## config.mk

```make
export PLATFORM = sky130hd
export DESIGN_NAME = silly_function_unit
export DESIGN_NICKNAME = d
export VERILOG_FILES = /design/src/rtl/silly_pkg.sv /design/src/rtl/silly_function_unit_sat_counter.sv /design/src/rtl/silly_function_unit.sv
export SDC_FILE = /design/constraint.sdc
export NUM_CORES = 1
export LEC_CHECK = 0
export ABC_AREA = 1
export CAP_MARGIN = 20
export CELL_PAD_IN_SITES_DETAIL_PLACEMENT = 0
export CELL_PAD_IN_SITES_GLOBAL_PLACEMENT = 1
export CORE_MARGIN = 2
export CORE_UTILIZATION = 31
export CTS_BUF_LIST = sky130_fd_sc_hd__clkbuf_8
export DETAILED_ROUTE_END_ITERATION = 6
export GPL_ROUTABILITY_DRIVEN = 1
export HOLD_SLACK_MARGIN = 0.05
export PLACE_DENSITY_LB_ADDON = 0.1
export SYNTH_ARGS = -nofsm -noshare
export SYNTH_HDL_FRONTEND = slang
export SYNTH_SLANG_ARGS = --single-unit
```

## constraint.sdc

```tcl
create_clock -name clk -period 1.2 [get_ports clk]
set_input_delay 0.18 -clock clk [delete_from_list [all_inputs] [get_ports clk]]
set_output_delay 0.18 -clock clk [all_outputs]
set_load 0.005 [all_outputs]
```

## src/rtl/silly_pkg.sv

```systemverilog
// Shared definitions for the silly_function_unit slice: default truth table,
// the {a,b,c} index type and the table lookup helper.
package silly_pkg;

    // Bits 0, 4 and 5 set: y = ~b & (a | ~c)
    localparam logic [7:0] SILLY_TT_DEFAULT = 8'h31;

    typedef logic [2:0] silly_idx_t;

    function automatic logic silly_lookup(input logic [7:0] tt, input silly_idx_t idx);
        return tt[idx];
    endfunction

endpackage

```

## src/rtl/silly_function_unit_sat_counter.sv

```systemverilog
// Saturating up-counter with synchronous clear; clear has priority over
// increment and the count never wraps past all-ones.
module sat_counter #(
    parameter int W = 8
) (
    input  logic         clk,
    input  logic         reset_n,
    input  logic         clr,
    input  logic         inc,
    output logic [W-1:0] count
);

    logic [W-1:0] r_count;
    logic         w_at_max;

    assign w_at_max = &r_count;

    // Clear first, otherwise count up until all-ones and hold there
    always_ff @(posedge clk or negedge reset_n) begin
        if (!reset_n) begin
            r_count <= '0;
        end else if (clr) begin
            r_count <= '0;
        end else if (inc && !w_at_max) begin
            r_count <= r_count + W'(1);
        end
    end

    assign count = r_count;

endmodule

```

## src/rtl/silly_function_unit.sv

```systemverilog
// Fixed 3-input Boolean function defined by a truth table, with a registered
// copy of the result, a capture-valid flag and a saturating hit counter.
module silly_function_unit
    import silly_pkg::*;
#(
    parameter logic [7:0] TRUTH_TABLE = SILLY_TT_DEFAULT,
    parameter int         CNT_W       = 8
) (
    input  logic             clk,
    input  logic             reset_n,
    input  logic             a,
    input  logic             b,
    input  logic             c,
    input  logic             en,
    input  logic             clr,
    output logic             y,
    output logic             y_q,
    output logic             valid_q,
    output logic [CNT_W-1:0] hit_count
);

    silly_idx_t w_idx;
    logic       w_y;
    logic       w_hit;
    logic       r_y_q;
    logic       r_valid_q;

    // Pure lookup; no clock, reset or enable involvement so X on inputs reaches y
    always_comb begin
        w_idx = {a, b, c};
        w_y   = silly_lookup(TRUTH_TABLE, w_idx);
    end

    assign y     = w_y;
    assign w_hit = en & w_y;

    // Capture y when enabled; valid marks the cycle following a capture
    always_ff @(posedge clk or negedge reset_n) begin
        if (!reset_n) begin
            r_y_q     <= 1'b0;
            r_valid_q <= 1'b0;
        end else begin
            r_valid_q <= en;
            if (en) begin
                r_y_q <= w_y;
            end
        end
    end

    assign y_q     = r_y_q;
    assign valid_q = r_valid_q;

    sat_counter #(
        .W (CNT_W)
    ) u_hit_cnt (
        .clk     (clk),
        .reset_n (reset_n),
        .clr     (clr),
        .inc     (w_hit),
        .count   (hit_count)
    );

endmodule

```

; Word level (Yosys, flattened, before mapping)
; Memories as Yosys holds them, arrays and structs flattened.
; Index checks and enable logic that the tools add are counted.
[op_classes]
n_addsub = 1
order_cmp = 1
mux = 3
bitwise = 1
reduce_logical = 4
[op_table]
columns = op, count
row1 = 2-to-1 mux 8 bit, 2
row2 = "adder 8 x 1 -> 8 bit, second input constant", 1
row3 = AND reduction 8 bit, 1
row4 = "less-than comparator 3 x 4 -> 1 bit, second input constant", 1
row5 = nonzero test 2 bit, 1
row6 = AND 1 bit, 1
row7 = logical AND 1 bit, 1
row8 = logical NOT 1 bit, 1
row9 = 2-to-1 mux 1 bit, 1
[totals]
reg_bits = 10
romBits = 8
input_bits = 7
wordCells = 14
mem_count = 1
[mem_list]
columns = memory, words, word_bits, rd, rd_ports_with_merged_regs, write_ports, line
row1 = (no name shown), 8, 1, 1, 0, 0, silly_pkg.sv:11  ; return tt[idx];

; Depth between registers and ports, before layout
; Gate-level depths: netlist (run 1).
[depth]
ltp_word = 6
mapped_depth = 8
depth_no_buf = 8

; Cells and area by module
; A second synthesis (run 1) with hierarchy kept.
[hier_totals]
cells_unflattened = 85
hier_area_um2 = 590.6
[by_module_without_submodules]
columns = mod, instances, cells_each, area_each_um2, seq_area_each_um2
row1 = sat_counter, 1, 73, 494.2, 200.2
row2 = silly_function_unit, 1, 12, 96.3, 50.0

; Least setup slack after synthesis (run 1)
; Ideal clock, no wire load.
[synth_timing]
path_type = reg-to-reg
startpoint = reg u_hit_cnt.r_count[0], in the netlist u_hit_cnt.count[0]
endpoint = reg u_hit_cnt.r_count[3], in the netlist u_hit_cnt.count[3]
setup_ps = 117
arrival_ps = 1106
slack_ps = -22
path_stages_with_launch = 9
path_buffers = 0
period_less_slack_ps = 1222
path_cell_list = dfrtp_1 ha_1 nand2_2 nor2_4 nand2_4 nand2_8 inv_2 nand3_2 nand2_1
[synth_via]
elab_chain_len = 4
elab_cells_between_ends = 7
cone_classes = 1 x add/sub / 2 x mux / 4 x reduce/logical
[synth_rtl]
columns = item, line
row1 = from (decl), silly_function_unit_sat_counter.sv:13  ; logic [W-1:0] r_count;
row2 = from (signal assigned), silly_function_unit_sat_counter.sv:25  ; r_count <= r_count + W'(1);
row3 = "parallel branches: the longest is 4 deep, another holds adder 8 x 1 -> 8 bit", --
; Parallel ways; which one is timed is not known. The select of a mux whose other input is x is not followed.
; A chain may end at the register's enable or synchronous reset.

; Worst setup path after layout (run 1)
[layout_timing]
startpoint = reg u_hit_cnt.r_count[1], in the netlist u_hit_cnt.count[1]
endpoint = reg u_hit_cnt.r_count[0], in the netlist u_hit_cnt.count[0]
[layout_via]
elab_chain_len = 4
[layout_rtl]
columns = item, line
row1 = AND reduction 8 bit, silly_function_unit_sat_counter.sv:16  ; assign w_at_max = &r_count;
row2 = logical NOT 1 bit, silly_function_unit_sat_counter.sv:24  ; end else if (inc && !w_at_max) begin
row3 = logical AND 1 bit, silly_function_unit_sat_counter.sv:24
row4 = nonzero test 2 bit (no line), --
; Every way passes these cells.

==> results.cfg, run 1 <==
[global_route]
grt_pass1_vias = 652
antenna_found_initial = 0
gr-total-overflow = 0
grt_max_degree = 11
gr-usage-all-layers_pct = 15.4
grt_pass1_wl_um = 2830

[logic_synthesis]
synth_edf_count = 0
synth_nets = 84
ys_ff_latch = 10
yosysUniqueCellTypes = 19
syn_area_um2 = 614
synth_top_area_share_pct = 40.7
seq_area_frac_synth_pct = 40.7
synthArstFlopShare_pct = 100
synth_top_area_cell = dfrtp_1
ys_top_cells_by_count = nand2_1 (14), inv_1 (12), nand3_1 (11)
yosys_warnings = 0
synth_top_cells_by_area = dfrtp_1 (41%), nand3_1 (9.0%), nand2_1 (8.6%)
yosysMostFrequentCell = nand2_1
synthFlopType = dfrtp_1
syn_area_per_cell_um2 = 8.08
synthCells = 76

[routing]
drt-pass1-iter-count = 4
vias_per_cell = 4.34
wl_per_cell_um = 11.0
postRouteAntennaNets = 0
dr.first_iter.drc_count = 4
dr_total_vias = 620
wl_um = 1570
drc = 0

[worst_setup_path]
critPathLaunchType = flop
worstRegToRegCells = 9
path_max_fanout = 8
required_ns = 1.32
r2r_start = u_hit_cnt.count[1]
r2r_end = u_hit_cnt.count[0]
crit_type = flop to flop
cp-end-kind = flop
reg2reg_slack_ns = -0.04
crit_arrival_ns = 1.36

[clocking]
cts_tree = done
hold_buffers = 0
root_buffer = clkbuf_8
clkTransAtPathRegs_ns = 0.05
clock_sinks = 10
cts_buffers = 3
clk_path_buf_depth = 2
insertion_delay_ns = 0.23
htree_levels = 1

[final_layout]
fin_nets = 125
instances_no_fill = 143
drive_gt1_share_pct = 40.5
syn_to_final_growth_pct = 76.4
n_antenna_cell = 0

[sta]
hold_viol_final = 0
fmax_mhz = 809
whs_ns = 0.242
tightest_slew_ns = 0.215
skew_ns = 0.000621
period_share_pct = 103
rsz0062_at_grt = yes
max_slew_margin_pct = 85.6
finalWorstSetupSlack_ns = -0.0359
setup_viol = 10
final.min_clock_period_ns = 1.24
slew_viol_final = 0

[status]
status = finished, violations left
violations = setup timing

[floorplan]
die_height_um = 48.5
die_x_um = 48.5
start_util_pct = 32.0
fp-row-count = 16
io_pins = 18
design.core.area_um2 = 1920
die-area_um2 = 2350

[flow_run]
max_cap_viol_count = 0

[power]
p_per_area_nw_per_um2 = 840
p_leak_nw = 0.551
max-vdd-ir-drop_mv = 0.607
total_power_uw = 910

[place]
hpwl_um = 1080
io_buffers = 17
place_inst = 129
gp_congestion = 0.751

[min_path]
hold_class = input pin to async pin
worst max-delay path by stage:
stage | from | endpoint | slack, ns | cells after the start
6_report | u_hit_cnt.count[1] | u_hit_cnt.count[0] | -0.04 | 9
3_3_place_gp | a | y | -0.28 | 6
2_1_floorplan | u_hit_cnt.count[1] | u_hit_cnt.count[3] | -0.01 | 8
3_5_place_dp | a | y | -0.31 | 6
5_1_grt | u_hit_cnt.count[2] | u_hit_cnt.count[7] | -0.14 | 8
4_1_cts | u_hit_cnt.count[1] | u_hit_cnt.count[0] | -0.04 | 9
final cells by class:
type / instances / area, µm²
Clock buffer: 4 / 55.1
Fill cell: 192 / 838
Timing Repair Buffer: 37 / 310
Tap cell: 27 / 33.8
Inverter: 13 / 51.3
Sequential cell: 10 / 250
Multi-Input combinational cell: 52 / 383
metal layers:
layer / track usage (%) / vias to the layer above / part of all wire [%]
met5: 0 / - / 0
met4: 4.29 / 0 / 0
met3: 3.40 / 0 / 4.1
met2: 26.6 / 15 / 53
met1: 19.5 / 283 / 43
li1: - / 322 / -
state kept, by name (all words and copies together) (netlist names):
signal and flops:
u_hit_cnt.count 8, valid_q 1, y_q 1
power breakdown:
group          total [mW]  leakage [nW]  internal, mW  switching (mW)
Clock               0.427        0.0288         0.289           0.138
Combinational       0.131         0.387        0.0675          0.0634
Sequential          0.352         0.135         0.348         0.00474
critical path, cell delays in order, from the launching register on:
cell	delay, ns
dfrtp_1	0.36
buf_6	0.11
ha_4	0.14
nand2_4	0.05
nor2_4	0.11
nand2_4	0.10
nand2_8	0.11
inv_4	0.04
nand3_2	0.04
nand2_1	0.05
cells in the final DEF (no fill, tap or decap), drive strengths merged:
| cell | instances |
|---|---|
| a21oi | 1 |
| buf | 20 |
| clkbuf | 5 |
| clkdlybuf4s50 | 6 |
| dfrtp | 10 |
| dlygate4sd2 | 10 |
| ha | 1 |
| inv | 13 |
| nand2 | 17 |
| nand3 | 14 |
| nor2 | 7 |
| o21ai | 7 |
| o21bai | 2 |
| xnor2 | 2 |
| xor2 | 1 |
logic make-up after synthesis:
kind of cell,count (synthesis),synth area share (%)
fa+ha+maj,1,2.04
compound gates,10,8.96
xor+xnor,3,4.28
buf+inv,14,8.76
simple gates,38,35.2
flops,10,40.7
what timing repair did:
| item | in CTS | in global routing |
|---|---|---|
| setup buffers | 9 | 1 |
| resized for setup | 23 | 7 |
| endpoints found under the setup margin | 18 | 11 |
| pin swaps | 7 | 7 |
through the flow:
step | utilization [%] | cell area, µm² | setup slack [ns] | TNS, ns
after floorplan | - | 619 | -0.0146 | -0.0177
after CTS | 55.2 | 1060 | -0.0375 | -0.182
after global routing | 56.4 | 1080 | -0.136 | -0.884
final | 56.4 | 1080 | -0.0359 | -0.224
after global placement | 46.5 | 893 | -0.280 | -2.12
after detailed placement | 46.5 | 893 | -0.310 | -2.21
No activity file was read; power rests on OpenSTA's default activity.
==> run 2: changes to the inputs <==
--- a/config.mk
+++ b/config.mk
@@ -12,6 +12,7 @@
 export CORE_MARGIN = 2
 export CORE_UTILIZATION = 31
 export CTS_BUF_LIST = sky130_fd_sc_hd__clkbuf_8
+export CTS_CLUSTER_SIZE = 25
 export DETAILED_ROUTE_END_ITERATION = 6
 export GPL_ROUTABILITY_DRIVEN = 1
 export HOLD_SLACK_MARGIN = 0.05
==> results of run 2 <==
Final layout, timing and power as in run 1 (identical DEF).
